`src/rtl/ras_linked_stack.sv`:
```
// Return-address stack kept as a linked list of nodes taken from a free-list allocator.
// Pushes run every cycle; a pop that leaves a non-empty stack spends one extra cycle refilling the top register.
module ras_linked_stack #(
   parameter int ADDR  = 4,
   parameter int DEPTH = 16,
   parameter int WIDTH = 32
) (
   input  logic              clk,
   input  logic              reset_n,
   input  logic              push,
   input  logic [WIDTH-1:0]  push_data,
   input  logic              pop,
   output logic              ready,
   output logic              top_valid,
   output logic [WIDTH-1:0]  top_data,
   output logic              pop_valid,
   output logic              empty,
   output logic              full,
   output logic [ADDR:0]     count,
   output logic              overflow,
   output logic              underflow,
   output logic              alloc,
   input  logic [ADDR-1:0]   alloc_addr,
   output logic              de_alloc,
   output logic [ADDR-1:0]   last_alloc_addr
);

   typedef enum logic {READY, REFILL} state_t;

   localparam logic [ADDR:0] DEPTH_C = (ADDR+1)'(DEPTH);
   localparam logic [ADDR:0] ONE_C   = (ADDR+1)'(1);

   state_t            state_reg;
   logic [ADDR-1:0]   top_ptr_reg;
   logic [WIDTH-1:0]  top_q_reg;
   logic [ADDR:0]     count_reg;
   logic              overflow_reg;

   logic [WIDTH-1:0]  data_mem [DEPTH];
   logic [WIDTH-1:0]  rd_data_reg;
   logic [ADDR-1:0]   link_reg [DEPTH];

   logic              is_ready;
   logic              is_empty;
   logic              is_full;
   logic              push_acc;
   logic              pop_acc;
   logic              replace;
   logic              pop_only;
   logic              refill_start;
   logic [ADDR-1:0]   next_top_ptr;
   logic              mem_we;
   logic [ADDR-1:0]   mem_waddr;

   always_comb begin
      is_ready     = (state_reg == READY);
      is_empty     = (count_reg == '0);
      is_full      = (count_reg == DEPTH_C);
      // A push paired with a pop on an empty stack still allocates a node.
      push_acc     = is_ready && push && (pop ? is_empty : !is_full);
      pop_acc      = is_ready && pop && !is_empty;
      replace      = pop_acc && push;
      pop_only     = pop_acc && !push;
      next_top_ptr = link_reg[top_ptr_reg];
      refill_start = pop_only && (count_reg != ONE_C);
      mem_we       = push_acc || replace;
      mem_waddr    = push_acc ? alloc_addr : top_ptr_reg;
   end

   // Node payload storage with a registered read port and write-first bypass.
   always_ff @(posedge clk) begin
      if (mem_we) begin
         data_mem[mem_waddr] <= push_data;
      end
      if (refill_start) begin
         if (mem_we && (mem_waddr == next_top_ptr)) begin
            rd_data_reg <= push_data;
         end else begin
            rd_data_reg <= data_mem[next_top_ptr];
         end
      end
   end

   always_ff @(posedge clk) begin
      if (push_acc) begin
         link_reg[alloc_addr] <= top_ptr_reg;
      end
   end

   always_ff @(posedge clk) begin
      if (!reset_n) begin
         state_reg    <= READY;
         top_ptr_reg  <= '0;
         top_q_reg    <= '0;
         count_reg    <= '0;
         overflow_reg <= 1'b0;
      end else begin
         case (state_reg)
            READY: begin
               if (push_acc) begin
                  top_ptr_reg <= alloc_addr;
                  top_q_reg   <= push_data;
                  count_reg   <= count_reg + ONE_C;
               end else if (replace) begin
                  top_q_reg   <= push_data;
               end else if (pop_only) begin
                  top_ptr_reg <= next_top_ptr;
                  count_reg   <= count_reg - ONE_C;
                  if (refill_start) begin
                     state_reg <= REFILL;
                  end
               end
               if (push && !pop && is_full) begin
                  overflow_reg <= 1'b1;
               end
            end
            REFILL: begin
               top_q_reg <= rd_data_reg;
               state_reg <= READY;
            end
            default: state_reg <= READY;
         endcase
      end
   end

   always_comb begin
      ready           = is_ready;
      top_valid       = !is_empty && is_ready;
      top_data        = top_q_reg;
      pop_valid       = pop_acc;
      empty           = is_empty;
      full            = is_full;
      count           = count_reg;
      overflow        = overflow_reg;
      underflow       = is_ready && pop && is_empty;
      alloc           = push_acc;
      de_alloc        = pop_only;
      last_alloc_addr = top_ptr_reg;
   end

endmodule

```
`config.mk`:
```
export PLATFORM = sky130hd
export DESIGN_NAME = ras_linked_stack
export DESIGN_NICKNAME = d
export VERILOG_FILES = /design/src/rtl/ras_linked_stack.sv
export SDC_FILE = /design/constraint.sdc
export NUM_CORES = 1
export LEC_CHECK = 0
export ABC_AREA = 1
export CAP_MARGIN = 30
export CORE_MARGIN = 2
export CORE_UTILIZATION = 45
export DETAILED_ROUTE_END_ITERATION = 12
export DONT_BUFFER_PORTS = 1
export PLACE_DENSITY = 0.6
export SYNTH_ARGS = -nofsm -noshare
export SYNTH_HDL_FRONTEND = slang
export SYNTH_SLANG_ARGS = --single-unit
```
`constraint.sdc`:
```
create_clock -name clk -period 4.6 [get_ports clk]
set_input_delay 0.69 -clock clk [delete_from_list [all_inputs] [get_ports clk]]
set_output_delay 0.69 -clock clk [all_outputs]
set_load 0.1 [all_outputs]
```
==> run summary, run 1 <==
pin count of the biggest net entering global routing = 130
Die Ht = 253 um
DRC viols = 0
drt wl/cell = 21.4 um
post_cts resized = 0
Hold Fails Final Rpt = 0
final antenna-violating net count = 0
clock sink count = 655
Top Ports = 90
global routing's busiest layer = met2
slew at the pin closest to its max-slew limit = 1.04 ns
Cell variety after synth = 25
Core Box Area = 61600 um2
CP Data Arrival Time = 3.76 ns
status = complete, no violations
Post-Synthesis Net Count = 2559
global-route total usage across every layer = 0.229
Slew Limit Fails = 0
met3 usage = 0.0405
Worst setup EP type = flip-flop
Synth Cell Area = 28000 um2
ant diodes = 0
global routing usage on met2 = 0.376
fmax = 0.283 GHz
DP HPWL = 41100 um
sequential cell area fraction in the yosys report = 0.685
Initial Utilization = 0.455
vias = 18600
max reg flops = 512
PortBufs = 0
nets = 2537
Post-CTS Hold Buffers = 0
crit path kind = flip-flop to flip-flop
die area = 64300 um2
clk_lat worst skew = 0.61 ns
crit-path max cell delay = 0.69 ns
slew margin rel. = 0.308
global route overflow = 0
CTS Buf Count = 72
Req. time, crit path = 4.83 ns
syn_area_per_cell = 11.1 um2
top cell type's share of synthesized area = 0.652
Tcrit/Tclk final = 0.768
initial antenna violation count = 0
Syn Inst Count = 2515
Area contributors post-synth = edfxtp_1, nand3_1, nand2_1, nand3b_1, inv_1
CTS H-tree depth = 3
Setup Viol. Count Final = 0
Worst Skew = 0.0190 ns
Startpoint Class = flip-flop
crit-path max FO = 32
Area Overhead vs Synth = 13.1%
clock root cell = clkbuf_16
vias in the first global route = 18000
DRT Pass-1 Iters = 6
Fin Hold WS = 0.169 ns
Max clock buf depth = 3
Yosys warnings = 0
CTS tree = done
slowest CP cell = dfxtp_2
Site Rows = 91
layout cells sized above 1 = 0.0851
dominant cell type by area after synthesis = edfxtp_1
setup TNS = 0 ns
Final min period = 3.53 ns
vias per inst = 5.48
maxcap violations = 0
crit-path cells = nor2_1 -> nand2_1 -> nand2_1 -> nand3_2 -> nor2_1 -> a21oi_1 -> nand3_1 -> nor2_4 -> buf_4
Initial DRC Count = 2006
RSZ-0062 raised after global routing = false
met1 global-route usage = 0.314
first-pass GRT wire length = 111000 um
chip width = 253 um
GPL Wtd Cong = 0.814
hold crit path type = input port to flip-flop
final WL = 72600 um
clock transition at the registers of the reported paths = 0.06 ns
Yosys reg bits = 655
Post-CTS Setup Bufs = 0
-- layout make-up --
type / instances / area [um2]
fill: 5332 / 29900
sequential: 655 / 19200
multi-input combinational: 1401 / 7100
clock buffer: 96 / 2080
inverter: 299 / 1130
tap: 837 / 1050
timing repair buffer: 64 / 761
clock inverter: 36 / 347
-- kinds of logic (layout without fill, tap and decap cells) --
family          Yosys count  count (layout)  share of synthesized area
fa+ha+maj                 4               4                    0.00179
compound gates          123             123                     0.0244
simple gates           1274            1274                      0.219
buf+inv                 459             495                     0.0690
flops                   655             655                      0.685
-- critical path, delay by kind of cell (launching register included) --
kind,cells,cell delay (ns)
simple gates,7,1.35
buf+inv,1,0.49
flops,1,0.69
compound gates,1,0.60
-- cells in the mapped netlist --
library cell and n:
a21oi_1 20, a211oi_1 1, nand2_1 503, nand3_2 4
inv_1 293, buf_2 117, ha_1 4, nand3b_1 182
dfxtp_1 47, o21ai_1 2, nand2_2 2, clkbuf_1 24
buf_1 2, inv_2 5, o22ai_1 1, o211ai_1 6
buf_4 17, nor2_1 65, clkinv_1 1, nor3_1 6
a31oi_1 34, nand3_1 512, o221ai_1 2, edfxtp_1 608
o21ai_0 57
-- final timing paths --
check	slack [ns]	end	depth (start not counted)	start
max	1.07	data_mem[6][12]$_DFFE_PP_	9	count[3]$_SDFFE_PN0P_
max reg2reg	1.07	data_mem[6][12]$_DFFE_PP_	9	count[3]$_SDFFE_PN0P_
min	0.17	data_mem[2][20]$_DFFE_PP_	0	push_data[20]
min reg2reg	0.48	count[2]$_SDFFE_PN0P_	1	count[2]$_SDFFE_PN0P_
-- through the flow --
| stage | instances | cell area (um2) | setup WS, ns | utilization |
|---|---|---|---|---|
| floorplan | 2515 | 28100 | 0.233 | - |
| global placement | 3248 | 29100 | 0.963 | 0.472 |
| detailed placement | 3255 | 29200 | 1.10 | 0.475 |
| CTS | 3387 | 31700 | 1.10 | 0.514 |
| global route | 3388 | 31700 | 0.763 | 0.514 |
| finish | 3388 | 31700 | 1.07 | 0.514 |
-- cell usage in the layout, fill, tap and decap left out, drive strengths merged, types with 47 or more instances in the layout --
cell type,count
nor2,65
dfxtp,47
edfxtp,608
o21ai,59
nand3,516
nand2,505
inv,299
nand3b,182
buf,63
clkbuf,97
-- routing by layer --
metal | wire (um) | share of wire
met1 | 31100 | 0.43
met2 | 34800 | 0.48
met3 | 4960 | 0.068
met4 | 1740 | 0.024
met5 | 0 | 0
Power of run 1 is not shown: default switching activity piles up to over one toggle a cycle in this logic, so the estimate is an artifact.
==> inputs of run 2 (changes only) <==
--- a/config.mk
+++ b/config.mk
@@ -11,7 +11,7 @@
 export CORE_UTILIZATION = 45
 export DETAILED_ROUTE_END_ITERATION = 12
 export DONT_BUFFER_PORTS = 1
-export PLACE_DENSITY = 0.6
+export PLACE_DENSITY = 0.58
 export SYNTH_ARGS = -nofsm -noshare
 export SYNTH_HDL_FRONTEND = slang
 export SYNTH_SLANG_ARGS = --single-unit
==> constraint.sdc (replaced) <==
create_clock -name clk -period 3.5 [get_ports clk]
set_input_delay 0.525 -clock clk [delete_from_list [all_inputs] [get_ports clk]]
set_output_delay 0.525 -clock clk [all_outputs]
set_load 0.1 [all_outputs]
==> run summary, run 2 (synthesized netlist as in run 1, its figures left out) <==
slew margin rel. = 0.310
placed cell areas = 29500 um2
final instance area = 32200 um2
first-pass GRT wire length = 112000 um
GPL Wtd Cong = 0.814
setup TNS = 0 ns
Post-CTS Setup Bufs = 0
DRT Pass-1 Iters = 6
Worst setup EP type = flip-flop
vias in the first global route = 18100
global-route total usage across every layer = 0.233
layout cells sized above 1 = 0.0933
DRC viols = 0
r2r startpoint = count[2]$_SDFFE_PN0P_
clk_lat worst skew = 0.61 ns
crit-path max FO = 13
CTS Buf Count = 71
DP HPWL = 39500 um
Min-Delay Path Depth = 0
final WL = 74000 um
Hold Path End = data_mem[13][0]$_DFFE_PP_
most frequent cells in the layout = edfxtp_1, nand3_1, nand2_1, inv_1, nand3b_1
Req. time, crit path = 3.81 ns
initial antenna violation count = 1
max reg flops = 512
ant diodes = 0
CTS H-tree depth = 3
Core Box Area = 61600 um2
drt wl/cell = 21.5 um
Worst Skew = 0.0275 ns
Hold Fails Final Rpt = 0
R2R cell count = 10
global route overflow = 0
Worst R2R End = data_mem[11][6]$_DFFE_PP_
slew at the pin closest to its max-slew limit = 1.03 ns
CP Data Arrival Time = 3.25 ns
Final min period = 2.94 ns
post-route non-filler standard cell count = 3442
Fill cells = 5280
clock transition at the registers of the reported paths = 0.06 ns
Setup Viol. Count Final = 0
R2R Setup Slk = 0.56 ns
status = complete, no violations
Placed Cells = 3277
CTS tree = done
Initial DRC Count = 1832
Slew Limit Fails = 0
final antenna-violating net count = 0
nets = 2593
Tcrit/Tclk final = 0.840
crit path kind = flip-flop to flip-flop
pin count of the biggest net entering global routing = 130
PortBufs = 0
Initial Utilization = 0.455
Site Rows = 91
post_cts resized = 0
Die Ht = 253 um
Final Core Density = 0.524
vias = 18800
Top Ports = 90
Post-CTS Hold Buffers = 36
RSZ-0062 raised after global routing = false
vias per inst = 5.46
Max clock buf depth = 3
clock root cell = clkbuf_16
chip width = 253 um
commonest non-fill, non-tap cell in the layout = edfxtp_1
die area = 64300 um2
Worst Hold Launch = push_data[0]
Area Overhead vs Synth = 15.1%
hold crit path type = input port to flip-flop
crit path launch = count[2]$_SDFFE_PN0P_
Startpoint Class = flip-flop
fmax = 0.340 GHz
clock sink count = 655
maxcap violations = 0
## run 2: cell types whose count changed in the layout (fill, tap and decap cells not counted), moves of 5 or more
cell / delta
buf_12: +9
buf_4: +18
clkbuf_1: +8
clkinv_2: -5
dlygate4sd3_1: +36
nand2_1: -5
## run 2: area by class of cell
class	instances	area (um2)	share of cell area
clock buffer	104	2080	0.0644
multi-input combinational	1401	7150	0.222
clock inverter	25	302	0.00935
sequential	655	19200	0.596
tap	837	1050	0.0325
inverter	299	1140	0.0354
timing repair buffer	121	1320	0.0409
## run 2: per-layer routing
metal / part of all wire / routed length (um) / track usage
met5: 0 / 0 / 0
met4: 0.025 / 1880 / 0.0768
met1: 0.43 / 31600 / 0.317
met2: 0.47 / 35100 / 0.380
met3: 0.074 / 5440 / 0.0395
## run 2: worst max-delay path, cell delays in order (launching register included)
cell     delay (ns)
dfxtp_4        0.36
nor2_2         0.24
nand2_4        0.09
nand2_1        0.08
nand3_2        0.24
nor2_1         0.26
a21oi_1        0.10
inv_1          0.21
nand3_1        0.30
nor2_4         0.53
buf_12         0.22
## run 2: how the worst max path moves through the flow
stage	end	slack (ns)	cells past startpoint
2_1_floorplan	de_alloc	-0.34	11
3_3_place_gp	data_mem[10][14]$_DFFE_PP_	0.63	9
4_1_cts	data_mem[11][18]$_DFFE_PP_	0.55	10
5_1_grt	data_mem[10][14]$_DFFE_PP_	0.31	10
6_report	data_mem[11][6]$_DFFE_PP_	0.56	10
3_5_place_dp	data_mem[11][14]$_DFFE_PP_	0.55	9
## run 2: stage by stage
| step | setup slack [ns] | hold slack, ns |
|---|---|---|
| after global routing | 0.309 | 0.0150 |
| after floorplan | -0.335 | 0.510 |
| after CTS | 0.549 | 0.00268 |
| after global placement | 0.626 | 0.458 |
| final | 0.562 | 0.0302 |
| after detailed placement | 0.553 | 0.473 |
Power of run 2 is left out for the same reason.
==> inputs of run 3 (changes only) <==
--- a/config.mk
+++ b/config.mk
@@ -5,13 +5,13 @@
 export SDC_FILE = /design/constraint.sdc
 export NUM_CORES = 1
 export LEC_CHECK = 0
-export ABC_AREA = 1
+export ABC_AREA = 0
 export CAP_MARGIN = 30
 export CORE_MARGIN = 2
 export CORE_UTILIZATION = 45
 export DETAILED_ROUTE_END_ITERATION = 12
 export DONT_BUFFER_PORTS = 1
-export PLACE_DENSITY = 0.58
+export PLACE_DENSITY = 0.6
 export SYNTH_ARGS = -nofsm -noshare
 export SYNTH_HDL_FRONTEND = slang
 export SYNTH_SLANG_ARGS = --single-unit
==> constraint.sdc (replaced) <==
create_clock -name clk -period 2.55 [get_ports clk]
set_input_delay 0.3825 -clock clk [delete_from_list [all_inputs] [get_ports clk]]
set_output_delay 0.3825 -clock clk [all_outputs]
set_load 0.1 [all_outputs]
==> run summary, run 3 <==
main combinational cell family by area after synthesis = compound AO/OA/AOI/OAI gates
maxcap violations = 0
first-pass GRT wire length = 108000 um
Tcrit/Tclk final = 1.16
crit-path max FO = 5
Synth async-reset ratio = 0
Area contributors post-synth = edfxtp_1, mux2i_1, dfxtp_1, nand2_1, a211oi_1
slew margin rel. = 0.356
CTS tree = done
Pwr Density = 1220 nW/um2
Setup crit end = rd_data_reg[21]$_DFFE_PP_
die area = 60100 um2
RSZ-0062 raised after global routing = true
dominant cell type by area after synthesis = edfxtp_1
Fill cells = 4054
commonest cells in the netlist = edfxtp_1, nand2_1, and3_1
pin count of the biggest net entering global routing = 76
Max clock buf depth = 3
violated checks = setup timing
final antenna-violating net count = 0
Syn Inst Count = 1694
Synth Area in Compound Gates = 0.0918
Post-Place Setup Slack = -0.471 ns
Synth Flop Type = edfxtp_1
hold crit path type = input port to flip-flop
nets = 2070
sequential cell area fraction in the yosys report = 0.734
PortBufs = 0
adder-cell share of the synthesized area = 0.00191
Cell Int Power = 27.0 mW
Startpoint Class = flip-flop
DRC viols = 0
global-route total usage across every layer = 0.247
Flop pwr share = 0.318
Area Overhead vs Synth = 34.9%
clock transition at the registers of the reported paths = 0.06 ns
Comb power frac = 0.454
Setup Viol. Count Final = 554
status = finished with violations
DP HPWL = 39300 um
fmax = 0.338 GHz
commonest non-fill, non-tap cell in the layout = edfxtp_1
initial antenna violation count = 4
clk_lat worst skew = 0.61 ns
CP Data Arrival Time = 3.30 ns
drt wl/cell = 29.3 um
GPL Wtd Cong = 0.780
Top Ports = 90
chip width = 245 um
Worst setup EP type = flip-flop
Hold Fails Final Rpt = 0
switching share of total power = 0.373
vias in the first global route = 16200
max reg flops = 512
top cell type's share of synthesized area = 0.698
most frequent cells in the layout = edfxtp_1, nand2_1, buf_4, clkbuf_16, mux2i_1
Leak = 12.8 nW
Cell variety after synth = 52
Worst R2R End = rd_data_reg[21]$_DFFE_PP_
Yosys reg bits = 655
setup TNS = -94.82 ns
vias = 17300
fin worst setup slack = -0.412 ns
final WL = 83500 um
crit path kind = flip-flop to flip-flop
Final min period = 2.96 ns
Synth Cell Area = 26200 um2
Initial Utilization = 0.454
global route overflow = 0
switching power = 16.0 mW
Post-Synthesis Net Count = 1738
vias per inst = 6.08
layout cells sized above 1 = 0.307
post-route non-filler standard cell count = 2847
most numerous cell in the Yosys netlist = edfxtp_1
CTS Buf Count = 69
Die Ht = 245 um
CTS H-tree depth = 3
Req. time, crit path = 2.89 ns
DRT Pass-1 Iters = 5
R2R cell count = 10
Slew Limit Fails = 0
Site Rows = 88
clock sink count = 655
Final Core Density = 0.613
slew at the pin closest to its max-slew limit = 0.965 ns
Yosys warnings = 0
clock root cell = clkbuf_16
Worst VDD drop = 1.76 mV
post-synthesis mux area share = 0.0557
post-synthesis simple-gate area fraction = 0.0884
Post-synth EDFFs = 608
Clk network pwr share = 0.228
Placed Cells = 2541
xor and xnor area share after synthesis = 0.00134
Initial DRC Count = 2390
Worst Skew = 0.0196 ns
Core Box Area = 57600 um2
R2R Setup Slk = -0.41 ns
syn_area_per_cell = 15.4 um2
==> run 3: cell types whose count changed in the layout (fill, tap and decap cells not counted), sizes merged, moves of 104 or more <==
| cell | delta |
|---|---|
| nand3 | -471 |
| nand3b | -182 |
| nand2 | -253 |
| buf | +237 |
| inv | -288 |
| mux2i | +104 |
| and3 | +106 |
==> run 3: cell families after synthesis <==
group,after synthesis
AO/OA/AOI/OAI,283
XOR/XNOR,4
adder cells (fa/ha/maj),4
buffers and inverters,140
flip-flops,655
multiplexers,124
AND/OR/NAND/NOR,484
==> run 3: routing by layer <==
layer	global-route usage	vias up	share of wire
li1	-	7392	-
met2	0.382	1018	0.46
met3	0.0512	169	0.11
met5	0	-	0
met4	0.0809	0	0.037
met1	0.349	8743	0.39
==> run 3: how the worst min path moves through the flow <==
| stage | slack (ns) | end | cells after the start | start |
|---|---|---|---|---|
| floorplan | 0.45 | top_data[0]$_SDFFE_PN0P_ | 1 | rd_data_reg[0]$_DFFE_PP_ |
| global placement | 0.45 | top_data[9]$_SDFFE_PN0P_ | 1 | rd_data_reg[9]$_DFFE_PP_ |
| detailed placement | 0.46 | top_data[17]$_SDFFE_PN0P_ | 1 | rd_data_reg[17]$_DFFE_PP_ |
| CTS | 0.006 | overflow$_SDFFE_PN0P_ | 2 | pop |
| global route | 0.03 | overflow$_SDFFE_PN0P_ | 2 | pop |
| finish | 0.03 | overflow$_SDFFE_PN0P_ | 2 | pop |
==> run 3: what timing repair did <==
| item | in CTS | in global routing |
|---|---|---|
| gates cloned | 21 | 43 |
| hold buffers | 33 | 0 |
| gates resized for setup | 127 | 192 |
| pin swaps | 30 | 58 |
| buffers inserted | 44 | 58 |
| setup endpoints to repair | 642 | 601 |
| hold endpoints to repair | 559 | 0 |
==> run 3: final cells by class <==
class,instances,area [um2],share of cell area
Timing Repair Buffer,388,5530,0.157
Sequential cell,655,19200,0.545
Antenna cell,3,7.51,0.000213
Multi-Input combinational cell,902,7320,0.207
Clock inverter,34,262,0.00741
Tap cell,765,957,0.0271
Inverter,10,46.3,0.00131
Clock buffer,90,1930,0.0547
==> run 3: worst max-delay path, stage by stage (launching register included) <==
cell	delay, ns
dfxtp_2	0.33
buf_6	0.12
buf_6	0.11
mux4_2	0.52
a22oi_4	0.21
buf_12	0.19
nand2_4	0.15
clkbuf_16	0.21
a211oi_2	0.24
a311oi_1	0.09
or4_1	0.51
==> run 3: through the flow <==
stage	hold slack (ns)	area, um2	power [mW]
floorplan	0.448	26500	23.4
global placement	0.450	29200	28.6
detailed placement	0.459	29200	28.8
CTS	0.00568	33300	40.9
global route	0.0289	35300	44.4
finish	0.0279	35300	43.1
==> run 3: power groups by stage <==
stage          clock network (mW)  registers [mW]  logic [mW]
2_1_floorplan                   0            15.2        8.16
3_3_place_gp                    0            13.8        14.8
3_5_place_dp                    0            13.9        15.0
4_1_cts                      9.91            13.7        17.3
5_1_grt                      10.3            13.7        20.4
6_report                     9.83            13.7        19.5
No activity file was read; power rests on OpenSTA's default activity.
